**config.mk**
```make
export PLATFORM = sky130hd
export DESIGN_NAME = toast_wb_unit_flat
export DESIGN_NICKNAME = d
export VERILOG_FILES = /design/src/rtl/toast_wb_unit_if.sv /design/src/rtl/toast_wb_unit.sv /design/src/flat_wrapper.sv
export SDC_FILE = /design/constraint.sdc
export NUM_CORES = 1
export LEC_CHECK = 0
export ABC_AREA = 1
export CORE_ASPECT_RATIO = 1.75
export CORE_MARGIN = 5
export CORE_UTILIZATION = 53
export DETAILED_ROUTE_END_ITERATION = 10
export PLACE_DENSITY = 0.87
export SLEW_MARGIN = 10
export SYNTH_ARGS = -nofsm -noshare
export SYNTH_HDL_FRONTEND = slang
export SYNTH_SLANG_ARGS = --single-unit
```
**constraint.sdc**
```tcl
create_clock -name clk_i -period 3.4 [get_ports clk_i]
set_input_delay 0.85 -clock clk_i [delete_from_list [all_inputs] [get_ports clk_i]]
set_output_delay 0.85 -clock clk_i [all_outputs]
set_load 0.01 [all_outputs]
```
**src/rtl/toast_wb_unit_if.sv**
```systemverilog
// Toast RV32i writeback: MEM-side, data-memory and register-file signals.
// The master drives MEM/dmem inputs; the slave is the writeback unit.
interface toast_wb_unit_if #(
  parameter int XLEN  = 32,
  parameter int CNT_W = 64
);
  logic            MEM_valid_i;
  logic [4:0]      MEM_rd_addr_i;
  logic [XLEN-1:0] MEM_alu_result_i;
  logic            MEM_memtoreg_i;
  logic            MEM_rd_wr_en_i;
  logic [2:0]      MEM_funct3_i;
  logic            WB_flush_i;
  logic            dmem_rvalid_i;
  logic [XLEN-1:0] dmem_rdata_i;
  logic            WB_stall_o;
  logic [4:0]      WB_rd_addr_o;
  logic [XLEN-1:0] WB_rd_wr_data_o;
  logic            WB_rd_wr_en_o;
  logic            WB_retire_o;
  logic            WB_load_err_o;
  logic [CNT_W-1:0] WB_instret_o;

  modport slave (
    input  MEM_valid_i, MEM_rd_addr_i, MEM_alu_result_i,
    input  MEM_memtoreg_i, MEM_rd_wr_en_i, MEM_funct3_i,
    input  WB_flush_i, dmem_rvalid_i, dmem_rdata_i,
    output WB_stall_o, WB_rd_addr_o, WB_rd_wr_data_o,
    output WB_rd_wr_en_o, WB_retire_o, WB_load_err_o,
    output WB_instret_o
  );

  modport master (
    output MEM_valid_i, MEM_rd_addr_i, MEM_alu_result_i,
    output MEM_memtoreg_i, MEM_rd_wr_en_i, MEM_funct3_i,
    output WB_flush_i, dmem_rvalid_i, dmem_rdata_i,
    input  WB_stall_o, WB_rd_addr_o, WB_rd_wr_data_o,
    input  WB_rd_wr_en_o, WB_retire_o, WB_load_err_o,
    input  WB_instret_o
  );
endinterface

```
**src/rtl/toast_wb_unit.sv**
```systemverilog
// Toast RV32i registered writeback stage: MEM/WB register, load
// formatting, dmem response wait with timeout, retired-instruction count.
module toast_wb_unit #(
  parameter int XLEN         = 32,
  parameter int CNT_W        = 64,
  parameter int LOAD_TIMEOUT = 16
) (
  input logic             clk_i,
  input logic             resetn_i,
  toast_wb_unit_if.slave  wb
);
  localparam int TW = $clog2(LOAD_TIMEOUT + 1);

  typedef enum logic {S_IDLE, S_WAIT} state_t;

  state_t           r_state;
  logic [4:0]       r_ld_rd;
  logic             r_ld_wen;
  logic [2:0]       r_ld_f3;
  logic [1:0]       r_ld_off;
  logic [TW-1:0]    r_tcnt;
  logic [4:0]       r_rd_addr;
  logic [XLEN-1:0]  r_wr_data;
  logic             r_wr_en;
  logic             r_retire;
  logic             r_load_err;
  logic [CNT_W-1:0] r_instret;

  logic             w_accept;
  logic             w_tmo;
  logic [7:0]       w_byte;
  logic [15:0]      w_half;
  logic [XLEN-1:0]  w_ld_data;

  assign w_accept = wb.MEM_valid_i && !wb.WB_flush_i
                  && (r_state == S_IDLE);
  assign w_tmo    = (r_tcnt == TW'(LOAD_TIMEOUT - 1));

  always_comb begin
    w_byte = wb.dmem_rdata_i[8*r_ld_off +: 8];
    w_half = r_ld_off[1] ? wb.dmem_rdata_i[31:16]
                         : wb.dmem_rdata_i[15:0];
    case (r_ld_f3)
      3'b000:  w_ld_data = {{24{w_byte[7]}}, w_byte};
      3'b001:  w_ld_data = {{16{w_half[15]}}, w_half};
      3'b100:  w_ld_data = {24'd0, w_byte};
      3'b101:  w_ld_data = {16'd0, w_half};
      default: w_ld_data = wb.dmem_rdata_i;
    endcase
  end

  always_ff @(posedge clk_i) begin
    if (!resetn_i) begin
      r_state    <= S_IDLE;
      r_ld_rd    <= '0;
      r_ld_wen   <= 1'b0;
      r_ld_f3    <= '0;
      r_ld_off   <= '0;
      r_tcnt     <= '0;
      r_rd_addr  <= '0;
      r_wr_data  <= '0;
      r_wr_en    <= 1'b0;
      r_retire   <= 1'b0;
      r_load_err <= 1'b0;
      r_instret  <= '0;
    end else begin
      r_wr_en    <= 1'b0;
      r_retire   <= 1'b0;
      r_load_err <= 1'b0;
      r_instret  <= r_instret + CNT_W'(r_retire);
      case (r_state)
        S_IDLE: begin
          if (w_accept && !wb.MEM_memtoreg_i) begin
            r_rd_addr <= wb.MEM_rd_addr_i;
            r_wr_data <= wb.MEM_alu_result_i;
            r_wr_en   <= wb.MEM_rd_wr_en_i
                       && (wb.MEM_rd_addr_i != 5'd0);
            r_retire  <= 1'b1;
          end else if (w_accept) begin
            r_ld_rd  <= wb.MEM_rd_addr_i;
            r_ld_wen <= wb.MEM_rd_wr_en_i;
            r_ld_f3  <= wb.MEM_funct3_i;
            r_ld_off <= wb.MEM_alu_result_i[1:0];
            r_tcnt   <= '0;
            r_state  <= S_WAIT;
          end
        end
        S_WAIT: begin
          // rvalid takes priority over the timeout threshold
          if (wb.dmem_rvalid_i) begin
            r_rd_addr <= r_ld_rd;
            r_wr_data <= w_ld_data;
            r_wr_en   <= r_ld_wen && (r_ld_rd != 5'd0);
            r_retire  <= 1'b1;
            r_state   <= S_IDLE;
          end else if (w_tmo) begin
            r_load_err <= 1'b1;
            r_state    <= S_IDLE;
          end else begin
            r_tcnt <= r_tcnt + 1'b1;
          end
        end
        default: r_state <= S_IDLE;
      endcase
    end
  end

  assign wb.WB_stall_o      = (r_state == S_WAIT);
  assign wb.WB_rd_addr_o    = r_rd_addr;
  assign wb.WB_rd_wr_data_o = r_wr_data;
  assign wb.WB_rd_wr_en_o   = r_wr_en;
  assign wb.WB_retire_o     = r_retire;
  assign wb.WB_load_err_o   = r_load_err;
  assign wb.WB_instret_o    = r_instret;
endmodule

```
**src/flat_wrapper.sv**
```systemverilog
// flat-port wrapper written by rule: the top's interface ports become plain ports
module toast_wb_unit_flat 
#(
  parameter int XLEN         = 32,
  parameter int CNT_W        = 64,
  parameter int LOAD_TIMEOUT = 16
)
  (clk_i, resetn_i, wb_MEM_valid_i, wb_MEM_rd_addr_i, wb_MEM_alu_result_i, wb_MEM_memtoreg_i, wb_MEM_rd_wr_en_i, wb_MEM_funct3_i, wb_WB_flush_i, wb_dmem_rvalid_i, wb_dmem_rdata_i, wb_WB_stall_o, wb_WB_rd_addr_o, wb_WB_rd_wr_data_o, wb_WB_rd_wr_en_o, wb_WB_retire_o, wb_WB_load_err_o, wb_WB_instret_o);
  toast_wb_unit_if #(.XLEN(XLEN), .CNT_W(CNT_W)) wb_i ();
  input logic clk_i;
  input logic resetn_i;
  input wire logic [$bits(wb_i.MEM_valid_i)-1:0] wb_MEM_valid_i;
  input wire logic [$bits(wb_i.MEM_rd_addr_i)-1:0] wb_MEM_rd_addr_i;
  input wire logic [$bits(wb_i.MEM_alu_result_i)-1:0] wb_MEM_alu_result_i;
  input wire logic [$bits(wb_i.MEM_memtoreg_i)-1:0] wb_MEM_memtoreg_i;
  input wire logic [$bits(wb_i.MEM_rd_wr_en_i)-1:0] wb_MEM_rd_wr_en_i;
  input wire logic [$bits(wb_i.MEM_funct3_i)-1:0] wb_MEM_funct3_i;
  input wire logic [$bits(wb_i.WB_flush_i)-1:0] wb_WB_flush_i;
  input wire logic [$bits(wb_i.dmem_rvalid_i)-1:0] wb_dmem_rvalid_i;
  input wire logic [$bits(wb_i.dmem_rdata_i)-1:0] wb_dmem_rdata_i;
  output wire logic [$bits(wb_i.WB_stall_o)-1:0] wb_WB_stall_o;
  output wire logic [$bits(wb_i.WB_rd_addr_o)-1:0] wb_WB_rd_addr_o;
  output wire logic [$bits(wb_i.WB_rd_wr_data_o)-1:0] wb_WB_rd_wr_data_o;
  output wire logic [$bits(wb_i.WB_rd_wr_en_o)-1:0] wb_WB_rd_wr_en_o;
  output wire logic [$bits(wb_i.WB_retire_o)-1:0] wb_WB_retire_o;
  output wire logic [$bits(wb_i.WB_load_err_o)-1:0] wb_WB_load_err_o;
  output wire logic [$bits(wb_i.WB_instret_o)-1:0] wb_WB_instret_o;
  assign wb_i.MEM_valid_i = wb_MEM_valid_i;
  assign wb_i.MEM_rd_addr_i = wb_MEM_rd_addr_i;
  assign wb_i.MEM_alu_result_i = wb_MEM_alu_result_i;
  assign wb_i.MEM_memtoreg_i = wb_MEM_memtoreg_i;
  assign wb_i.MEM_rd_wr_en_i = wb_MEM_rd_wr_en_i;
  assign wb_i.MEM_funct3_i = wb_MEM_funct3_i;
  assign wb_i.WB_flush_i = wb_WB_flush_i;
  assign wb_i.dmem_rvalid_i = wb_dmem_rvalid_i;
  assign wb_i.dmem_rdata_i = wb_dmem_rdata_i;
  assign wb_WB_stall_o = wb_i.WB_stall_o;
  assign wb_WB_rd_addr_o = wb_i.WB_rd_addr_o;
  assign wb_WB_rd_wr_data_o = wb_i.WB_rd_wr_data_o;
  assign wb_WB_rd_wr_en_o = wb_i.WB_rd_wr_en_o;
  assign wb_WB_retire_o = wb_i.WB_retire_o;
  assign wb_WB_load_err_o = wb_i.WB_load_err_o;
  assign wb_WB_instret_o = wb_i.WB_instret_o;
  toast_wb_unit #(.XLEN(XLEN), .CNT_W(CNT_W), .LOAD_TIMEOUT(LOAD_TIMEOUT)) u_core (.clk_i(clk_i), .resetn_i(resetn_i), .wb(wb_i));
endmodule
```
### Yosys cells after proc, flatten, opt, wreduce, memory -nomap -nowiden

Cells that the tools add are included.

| word-level totals | value |
|---|---|
| register bits after elaboration | 121 |
| bits in latches | 0 |
| RAM bits | 0 |
| bits in read-only memories | 0 |
| input bits | 79 |
| output and inout bits | 105 |
| word-level logic and storage cells | 67 |
| memories | 0 |

| operators by class | value |
|---|---|
| $add $sub $neg | 2 |
| multiply operators | 0 |
| divide/modulo/power cells | 0 |
| $lt $le $gt $ge | 0 |
| eq/ne operators | 10 |
| shifts and indexed selects | 1 |
| mux-type cells | 25 |
| bitwise operators | 3 |
| reduce and logical (&&, ||, !) cells | 14 |

Operator list:

| operator | count |
|---|---|
| $pmux 32 s4 | 1 |
| $add 64x1->64 | 1 |
| $mux 32 | 2 |
| $pmux 32 s2 | 1 |
| $shiftx 32x6->8 | 1 |
| $mux 5 | 6 |
| $pmux 5 s2 | 2 |
| $mux 16 | 1 |
| $ne 2x2->1 const B | 5 |
| $reduce_bool 5->1 | 2 |
| $mux 1 | 9 |
| $eq 3x3->1 const B | 2 |
| $pmux 1 s2 | 3 |
| $add 5x1->5 const B | 1 |
| $eq 5x4->1 const B | 1 |
| $logic_and 1x1->1 | 5 |
| $reduce_and 4->1 | 1 |
| $eq 3x1->1 const B | 1 |
| $logic_not 3->1 | 1 |
| $not 1->1 | 3 |
| $reduce_and 3->1 | 1 |
| $reduce_or 3->1 | 1 |
| $logic_not 1->1 | 2 |
| $ne 2x1->1 const B | 1 |
| $reduce_and 2->1 | 1 |

### Logic depth before layout (Yosys ltp)

| depth | value |
|---|---|
| depth in word-level cells | 6 |
| gate-level depth with buffers | 10 |
| mapped depth without buffers | 10 |

### Worst setup path before layout

No wires, ideal clock.

| timing path | value |
|---|---|
| kind | reg2reg |
| start | register u_core.r_instret[0], in the netlist u_core.wb.WB_instret_o[0] |
| end | register u_core.r_instret[28], in the netlist u_core.wb.WB_instret_o[28] |
| library setup time | 0.070 ns |
| data arrival time | 1.757 ns |
| required time | 3.330 ns |
| slack | 1.573 ns |
| cell stages (with the launch flop) | 10 |
| buffers on the path | 0 |
| period minus slack after synthesis | 1.827 ns |
| path through | dfxtp_1 > ha_1 > ha_1 > nand2_2 > nor2_8 > inv_2 > nor2_4 > nand2_2 > or2_0 > a21oi_1 |

| on the way | value |
|---|---|
| word-level cells in the longest chain between the ends | 1 |

Ends and longest elaborated chain:

| element | RTL line | text |
|---|---|---|
| from (decl) | toast_wb_unit.sv:27 | `logic [CNT_W-1:0] r_instret;` |
| from (signal assigned) | toast_wb_unit.sv:70 | `r_instret <= r_instret + CNT_W'(r_retire);` |
| $add 64x1->64 | toast_wb_unit.sv:70 |  |

Every way passes these cells.
A chain may end at the register's enable or synchronous reset.

### Final worst setup path

| timing path | value |
|---|---|
| start | register u_core.r_state, in the netlist u_core.wb.WB_stall_o |
| end | output port wb_WB_stall_o |

RTL lines:

| element | RTL line | text |
|---|---|---|
| from (decl) | toast_wb_unit.sv:16 | `state_t r_state;` |
| from (signal assigned) | toast_wb_unit.sv:54 | `r_state <= S_IDLE;` |
| from (signal assigned) | toast_wb_unit.sv:85 | `r_state <= S_WAIT;` |
| from (signal assigned) | toast_wb_unit.sv:95 | `r_state <= S_IDLE;` |
| to (decl) | flat_wrapper.sv:21 | `output wire logic [$bits(wb_i.WB_stall_o)-1:0] wb_WB_stall_o;` |

No word-level cell between the ends.

==> results by stage <==
Outcome:
- The run finished with clean final reports.

Worst setup path:
- The largest fanout of any net on the critical path is 10.
- The slowest cell on the critical path is clkdlybuf4s50_1.
- The element type at the critical path start is a flop.
- The delay of the slowest critical-path stage is 0.63 ns.
- The worst path buffer plus inverter count is 1.
- The worst path arrival time is 1.60 ns.
- The cell family contributing the most delay on the critical path is buffers and inverters.
- Walking the worst path, the cells encountered are clkdlybuf4s50_1.
- The data required time of the critical path is 2.55 ns.
- The type of the setup path with the least slack is reg2out.
- The critical path capture point type is a primary output.

Die:
- The floorplan step set the die width to 95.1 um.
- Pin placement for this block handled around 180 I/O pins.
- The core region is approximately 12,000 um^2.
- The die footprint is between 15,000 and 20,000 um^2.
- Once the floorplan was initialized, standard cells occupied 54.0% of the core.
- The vertical die dimension is 159 um.
- The total number of placement rows is 54.

Global route:
- The overall fraction of global-route tracks in use is 33.1%.
- The number of antenna violations at the first check in global routing is 1.
- The first global-routing pass estimated 38.6 mm of wire.
- The via count of the first global-routing pass is 7,704.
- The pin count of the biggest net entering global routing is 51.
- The aggregate global routing overflow is 0.

Place:
- The number of buffers added on ports is 183.
- Detailed placement finished with a half-perimeter wire length of 19.1 mm.
- The congestion estimate from routability-driven global placement came to between 1 and 1.5.

Synth:
- Counting flops with a built-in enable in the synthesized netlist gives 0.
- The net count after synthesis is 1,181.
- The synthesized netlist occupies a cell area of 6720 um^2.
- After synthesis, the cell types taking the most area are dfxtp_1 36%, nand2_1 18%, nor2_1 12%.
- In the synthesized netlist the async set-or-reset flop fraction comes to 0%.
- The most instantiated flip-flop cell in the synthesis netlist is dfxtp_1.
- Yosys instantiated no cell more often than nand2_1.
- Synthesis inferred between 100 and 150 register bits.
- In this run the biggest area consumer among cell types represents 36.1% of the synthesized area.
- The post-synthesis instance total is 1,098.
- The count of synthesis-stage warnings from yosys is 0.
- The cell type contributing the most total cell area after synthesis is dfxtp_1.
- The synthesized area divided by synthesized cell count is 6.12 um^2.
- Sequential cells were found to cover 36.1% of the synthesized design area.
- The commonest cells after synthesis are 321 x nand2_1, 222 x nor2_1, 122 x a21oi_1.
- The number of unique standard cell types used by synthesis is 29.

Power and ir drop:
- The maximum vdd ir drop is 0.337 mV.
- The total power after layout is between 3 and 4 mW.
- Dividing total power by cell area gives a power density of roughly 390 nW/um^2.
- The static leakage is 3.19 nW.

Timing:
- Setup repair after global routing left no endpoint under its margin.
- The final-report hold violation count is 0.
- The pin slew with the least headroom to its limit is 0.821 ns.
- The number of setup violations in the final report is 0.
- The worst clock skew is 0.0107 ns.
- The final number of max-transition violations came to 0.
- In the final timing run, aggregate negative setup slack is 0 ns.
- The post-route clock period utilization is approximately 72%.
- The worst pin sits at a relative slew slack of 45.2%.
- The post-layout minimum cycle time is ~2.4 ns.
- The maximum operating frequency is 408 MHz.

Drt:
- In the routed design, unresolved DRC markers number 0.
- After detailed routing, the average wire length per cell comes to 17.1 um.
- In this run the remaining antenna-violating nets after routing total 0.
- Before antenna repair, the detailed router went through 5 iterations.
- The routed layout has 7,831 vias.
- The detailed-route vias per instance is 5.38.
- The final layout contains routed wiring with a total length of 24.9 mm.
- The DRC violation total after the first TritonRoute iteration is 363.

Clock network:
- TritonCTS built the clock tree.
- The later-pin clock latency in the skew report is 0.43 ns.
- The cell sitting at the root of the clock tree is a clkbuf_16.
- Buffers inserted during clock tree synthesis total 17.
- The clock-pin slew on the worst setup and hold paths is 0.06 ns.
- The clock sink count is 121.
- The clock tree synthesis step divided the H-tree into 4 levels.
- The post-cts repair resize count is 0.
- The maximum count of clock buffers along a single path is 2.
- The number of buffers inserted to repair setup after CTS is 0.
- For this design, the CTS-stage hold fixing added 0 buffers.

Layout:
- The count of filler cells inserted in the layout is 1,098.
- The footprint of the flip-flops and latches is 2420 um^2.
- In the final layout, the share of cells above drive strength 1 is around 5.5%.
- In the final layout, the multi-input gates occupy roughly 3800 um^2.
- The post-layout net count is 1,356.
- From synthesis to final layout, the design area changed by 37.5%.

Worst hold path:
- The path class of the tightest hold or removal check is reg2reg.

Flow run:
- The tool flagged a number of max-cap violations equal to 0.
-- area by class of cell --
class | count | area share [%]
inverter | 80 | 3.25
clock buffer | 17 | 4.61
multi-input combinational | 861 | 41.6
tap | 168 | 2.28
timing repair buffer | 192 | 20.6
sequential | 121 | 26.2
antenna | 1 | 0.0271
clock inverter | 15 | 1.44
-- worst paths after layout --
| kind | startpoint | endpoint | slack, ns | cells after the start |
|---|---|---|---|---|
| min reg2reg | u_core.wb.WB_rd_wr_data_o[23] | u_core.wb.WB_rd_wr_data_o[23] | 0.46 | 2 |
| max | u_core.wb.WB_stall_o | wb_WB_stall_o | 0.95 | 1 |
| max reg2reg | u_core.wb.WB_stall_o | u_core.wb.WB_rd_wr_data_o[9] | 1.09 | 7 |
| min | u_core.wb.WB_rd_wr_data_o[23] | u_core.wb.WB_rd_wr_data_o[23] | 0.46 | 2 |
-- flip-flops by register name, summed over array words and instances, names as in the netlist, 2 cells and up --
signal and flops:
u_core.r_ld_rd 5, u_core.r_ld_off 2, u_core.wb.WB_rd_wr_data_o 32, u_core.wb.WB_rd_addr_o 5
u_core.wb.WB_instret_o 64, u_core.r_tcnt 5, u_core.r_ld_f3 3
-- layer usage --
metal,routed length (um),GRT usage (%),vias to the layer above
met5,0,0,-
met4,2090,25.7,0
met3,2000,9.79,103
met2,12800,58.4,351
met1,7980,30.2,3509
li1,-,-,3868
-- cell usage in the layout, fill, tap and decap left out --
master	netlist	layout
buf_4	1	9
clkinvlp_4	0	5
nor2_1	222	222
inv_1	72	72
o211ai_1	1	1
nor2_2	9	9
nand2_1	321	321
or2_0	15	15
nor2_8	1	1
clkdlybuf4s50_1	0	183
clkbuf_16	0	17
xnor2_1	3	3
inv_8	0	3
dfxtp_1	121	121
nand3b_1	1	1
o21ai_0	75	75
a21oi_1	122	122
nand4_1	15	15
o21bai_1	7	7
o21ai_2	1	1
inv_2	7	7
clkinv_4	0	2
inv_6	0	5
xor2_1	7	7
o211a_1	1	1
nand2_4	1	1
nor2_4	6	6
nor3_1	8	8
ha_1	4	4
diode_2	0	1
clkinv_1	1	1
nand2_2	5	5
nand3_1	36	36
-- power breakdown --
group          leakage [nW]  internal [mW]  switching (mW)
sequential            0.980           1.45          0.0206
clock                 0.259          0.958           0.783
combinational          1.95          0.183           0.200
total                  3.19           2.59            1.00
-- per-stage QoR --
| stage | hold WS, ns | worst slack, ns | area [um^2] | util, % | cells |
|---|---|---|---|---|---|
| floorplan | 0.430 | 1.57 | 6720 | - | 1098 |
| global placement | 0.438 | 0.742 | 8670 | 69.8 | 1422 |
| detailed placement | 0.438 | 0.669 | 8670 | 69.8 | 1422 |
| CTS | 0.458 | 0.951 | 9230 | 74.3 | 1454 |
| global route | 0.474 | 0.822 | 9240 | 74.3 | 1455 |
| finish | 0.458 | 0.952 | 9240 | 74.3 | 1455 |
-- logic make-up (layout without fill, tap and decap cells) --
| kind of cell | Yosys count | in the layout | share of synthesized area, % |
|---|---|---|---|
| AND/OR/NAND/NOR | 640 | 640 | 39.3 |
| AO/OA/AOI/OAI | 207 | 207 | 15.9 |
| flip-flops | 121 | 121 | 36.1 |
| buffers and inverters | 116 | 304 | 6.74 |
| XOR/XNOR | 10 | 10 | 1.30 |
| adder cells (fa/ha/maj) | 4 | 4 | 0.745 |
| other | 0 | 1 | 0 |
(Power assumes the default switching activity.)
